===== src/rtl/btn_debounce_pkg.sv =====
// Shared project constants for the push-button debouncer.
package btn_debounce_pkg;
    localparam int unsigned DEBOUNCE_SAMPLES_DEFAULT = 3;
endpackage


===== src/rtl/debounce_cell.sv =====
// One debounce channel: 2-FF synchronizer, stability counter, level and edge pulses.
module debounce_cell
    import btn_debounce_pkg::*;
#(
    parameter int unsigned STABLE_SAMPLES = DEBOUNCE_SAMPLES_DEFAULT
) (
    input  logic clk,
    input  logic rst,
    input  logic strobe,
    input  logic raw,
    output logic level,
    output logic rise,
    output logic fall
);

    localparam int unsigned CW = $clog2(STABLE_SAMPLES + 1);
    localparam logic [CW-1:0] LAST = CW'(STABLE_SAMPLES - 1);

    logic          s1;
    logic          s2;
    logic [CW-1:0] cnt;

    always_ff @(posedge clk) begin
        if (rst) begin
            s1    <= 1'b0;
            s2    <= 1'b0;
            cnt   <= '0;
            level <= 1'b0;
            rise  <= 1'b0;
            fall  <= 1'b0;
        end else begin
            s1   <= raw;
            s2   <= s1;
            rise <= 1'b0;
            fall <= 1'b0;
            if (strobe) begin
                // Any strobe that sees the current level breaks the run.
                if (s2 == level) begin
                    cnt <= '0;
                end else if (cnt == LAST) begin
                    level <= s2;
                    cnt   <= '0;
                    rise  <= s2;
                    fall  <= ~s2;
                end else begin
                    cnt <= cnt + CW'(1);
                end
            end
        end
    end

endmodule


===== src/rtl/btn_debounce.sv =====
// Multi-channel debouncer sampling on rising edges of the divided tick.
module btn_debounce
    import btn_debounce_pkg::*;
#(
    parameter int unsigned WIDTH          = 4,
    parameter int unsigned STABLE_SAMPLES = DEBOUNCE_SAMPLES_DEFAULT
) (
    input  logic             clk,
    input  logic             rst,
    input  logic             tick,
    input  logic [WIDTH-1:0] raw_in,
    output logic [WIDTH-1:0] level,
    output logic [WIDTH-1:0] rise,
    output logic [WIDTH-1:0] fall
);

    logic tick_q;
    logic strobe;

    always_ff @(posedge clk) begin
        if (rst) begin
            tick_q <= 1'b0;
        end else begin
            tick_q <= tick;
        end
    end

    assign strobe = tick & ~tick_q;

    for (genvar i = 0; i < WIDTH; i++) begin : g_ch
        debounce_cell #(
            .STABLE_SAMPLES(STABLE_SAMPLES)
        ) u_cell (
            .clk    (clk),
            .rst    (rst),
            .strobe (strobe),
            .raw    (raw_in[i]),
            .level  (level[i]),
            .rise   (rise[i]),
            .fall   (fall[i])
        );
    end

endmodule


===== config.mk =====
export PLATFORM = sky130hd
export DESIGN_NAME = btn_debounce
export DESIGN_NICKNAME = d
export VERILOG_FILES = /design/src/rtl/btn_debounce_pkg.sv /design/src/rtl/debounce_cell.sv /design/src/rtl/btn_debounce.sv
export SDC_FILE = /design/constraint.sdc
export NUM_CORES = 1
export LEC_CHECK = 0
export ABC_AREA = 1
export BUFFER_PORTS_ARGS = -buffer_cell sky130_fd_sc_hd__buf_4
export CAP_MARGIN = 5
export CORE_MARGIN = 2
export CORE_UTILIZATION = 55
export DETAILED_ROUTE_END_ITERATION = 6
export GPL_ROUTABILITY_DRIVEN = 0
export PLACE_DENSITY = 0.79
export SLEW_MARGIN = 20
export SYNTH_ARGS = -nofsm -noshare
export SYNTH_HDL_FRONTEND = slang
export SYNTH_HIERARCHICAL = 1
export SYNTH_SLANG_ARGS = --single-unit
export TNS_END_PERCENT = 10

===== constraint.sdc =====
create_clock -name clk -period 2.5 [get_ports clk]
set_input_delay 0 -clock clk [delete_from_list [all_inputs] [get_ports clk]]
set_output_delay 0 -clock clk [all_outputs]
set_load 0.03 [all_outputs]

==> summary.md <==
| Metric | Value |
|---|---|
| CTS max path bufs | 2 |
| IO Pins | 19 |
| RR Endpoint | g_ch[2].u_cell/level |
| Combinational fraction of design power | 5.5% |
| Post-DP HPWL | 1410 um |
| Net Sw Frac | 19.3% |
| Max cap viols | 0 |
| Vias in the first global route | 988 |
| TritonCTS Buffers | 5 |
| IO Port Bufs | 18 |
| Final #Nets | 188 |
| Die X-Extent | 48.6 um |
| Netlist cell types | 12 |
| Syn avg cell area | 7.59 um^2 |
| Drt initial violations | 13 |
| CTS tree | done |
| Clk slew on worst S/H paths | 90 ps |
| Met1 Track Usage GR | 18.9% |
| Synth warnings | 6 |
| Worst hold stages | 2 |
| Worst-skew pair later-pin latency | 310 ps |
| Final TNS setup | 0 ps |
| Actual slew at the worst max-slew pin | 344 ps |
| Mapped Cells | 144 |
| Area of the mapped netlist | 0.00109 mm^2 |
| Critical path peak fanout | 12 |
| RSZ-0062 raised after global routing | no |
| Grt peak-use layer | met2 |
| Worst setup SP type | input port |
| Sequential group share of total power | 47.8% |
| Final Skew | 3.32 ps |
| Setup Viol. Count Final | 0 |
| Post-route core utilization | 77.1% |
| Post-Place Cells | 190 |
| P_leak | 0.734 nW |
| Gr ovfl total | 0 |
| Total GRT Usage | 20.8% |
| Register area share after synthesis | 53.2% |
| Reg2Reg Setup Slack | 1170 ps |
| Clock power share | 46.8% |
| Synthesis-to-finish area growth | 35.6% |
| Clk root buf | clkbuf_4 |
| Met2 usage | 41.0% |
| DR WL/cell | 10.3 um |
| Total core area | 0.00192 mm^2 |
| Worst R2R Start | tick_q |
| Row count | 16 |
| Vias/cell | 4.83 |
| Die H | 48.6 um |
| First-pass GRT wire length | 3680 um |
| Final min period | 1350 ps |
| Layout cell share with drive strength beyond 1 | 21.4% |
| Pwr dens | 675 mW/mm^2 |
| R2R depth | 6 |
| CP Class | in -> reg |
| P_int | 807 uW |
| Fin cells | 209 |
| Peak Freq | 0.742 GHz |
| HP Start | g_ch[1].u_cell/s1 |
| Worst EP arrival | 1600 ps |
| Rel. slew slack | 77.0% |
| GR Layer Usage met3 | 5.86% |
| Worst-case hold path end point | g_ch[1].u_cell/s2 |
| Crit path capture type | register |
| Initial antenna violation count | 0 |
| Tightest Hold Check Type | reg -> reg |
| Initial Utilization | 56.8% |
| WL final | 2160 um |
| Residual DRC | 0 |
| Run status | finished, final reports clean |
| Largest net degree at the start of global routing | 14 |
| DR pass1 iterations | 4 |
| Net Sw Power | 193 uW |
| Vias after detailed routing | 1010 |
| Max Slew Vio Count | 0 |
| Peak supply drop | 0.632 mV |
| Register bit total from synthesis | 29 |
| Final Hold Fails | 0 |
| Clk sinks | 29 |
| CP required | 2750 ps |
| Period utilisation layout | 53.9% |
| Syn nets | 151 |
| DIE AREA | 0.00236 mm^2 |
| Antenna cells | 0 |
| CTS H-tree lvls | 2 |
| Antenna-violating nets left | 0 |
==> metal layers <==
layer | vias up | wire length (um)
met5 | - | 0
met4 | 0 | 12
met3 | 2 | 80
met2 | 20 | 1260
met1 | 466 | 812
li1 | 522 | -
==> kinds of logic (layout without fill, tap and decap cells) <==
kind of cell	count (synthesis)	count (layout)	share of synthesized area (%)
buf+inv	37	75	12.7
flops	29	29	53.2
simple gates	66	66	28.6
compound gates	12	12	5.50
==> power groups by stage <==
stage / combinational, mW / clock, mW / sequential (mW)
2_1_floorplan: 0.0233 / 0 / 0.487
3_3_place_gp: 0.0381 / 0 / 0.488
3_5_place_dp: 0.0401 / 0 / 0.488
4_1_cts: 0.0538 / 0.479 / 0.478
5_1_grt: 0.0615 / 0.501 / 0.479
6_report: 0.0548 / 0.468 / 0.478
==> metrics by stage <==
step | setup slack (ps) | hold WS, ps | area (um^2) | total power, mW
after CTS | 1180 | 399 | 1480 | 1.01
after global placement | 1330 | 201 | 1270 | 0.526
final | 1150 | 406 | 1480 | 1.00
after detailed placement | 1230 | 212 | 1270 | 0.528
after floorplan | 1110 | 71.2 | 1090 | 0.510
after global routing | 1010 | 429 | 1480 | 1.04
==> final cells by class <==
| cell class | instances | area, um^2 |
|---|---|---|
| inverter | 37 | 139 |
| clock buffer | 5 | 37.5 |
| clock inverter | 3 | 65.1 |
| fill | 132 | 440 |
| multi-input combinational | 78 | 373 |
| sequential | 29 | 581 |
| tap | 27 | 33.8 |
| timing repair buffer | 30 | 253 |
==> what timing repair did <==
item,4_1_cts,5_1_grt
hold buffers,11,0
setup buffers,0,0
resized for setup,0,0
hold endpoints to repair,9,0
==> worst max-delay path, stage by stage <==
cell and delay (ps):
dlygate4sd3_1 530, buf_4 100, inv_1 40, nor2_1 270
buf_4 260, nand2_2 90, nor2_2 130, o21ai_1 80
nor2_1 100
==> flip-flops by register name, indices dropped and copies added, names as in the netlist <==
signal	cells
g_ch.u_cell/cnt	8
g_ch.u_cell/fall	4
g_ch.u_cell/level	4
g_ch.u_cell/rise	4
g_ch.u_cell/s1	4
g_ch.u_cell/s2	4
tick_q	1
==> Yosys cell counts (all sizes together) <==
library cell  instances  area (um^2)
a21oi                 8         40.0
dfxtp                29          581
inv                  37          139
nand2                24          100
nand3                 8         40.0
nand4                12         75.1
nor2                 18         77.6
nor3                  4         20.0
o21ai                 4         20.0
==> cell usage in the layout, fill, tap and decap left out <==
cell / count
bufinv_16: 2
nor2_2: 4
dlygate4sd3_1: 11
inv_2: 4
inv_1: 33
buf_4: 19
nand2_1: 20
nand4_1: 12
a21oi_1: 8
clkinv_2: 1
nor3_1: 4
nand3_1: 8
dfxtp_1: 29
clkbuf_4: 5
o21ai_1: 4
nand2_2: 4
nor2_1: 14
==> worst max path at each step <==
stage            from  cells after the start  slack (ps)                    to
6_report         tick                      9        1150  g_ch[2].u_cell/level
3_5_place_dp   tick_q                      6        1230  g_ch[2].u_cell/level
2_1_floorplan  tick_q                      5        1110  g_ch[0].u_cell/level
4_1_cts          tick                      9        1180  g_ch[2].u_cell/level
3_3_place_gp   tick_q                      6        1330  g_ch[2].u_cell/level
5_1_grt          tick                      9        1010  g_ch[2].u_cell/level
Note: power is estimated with default switching activity, not from simulation.
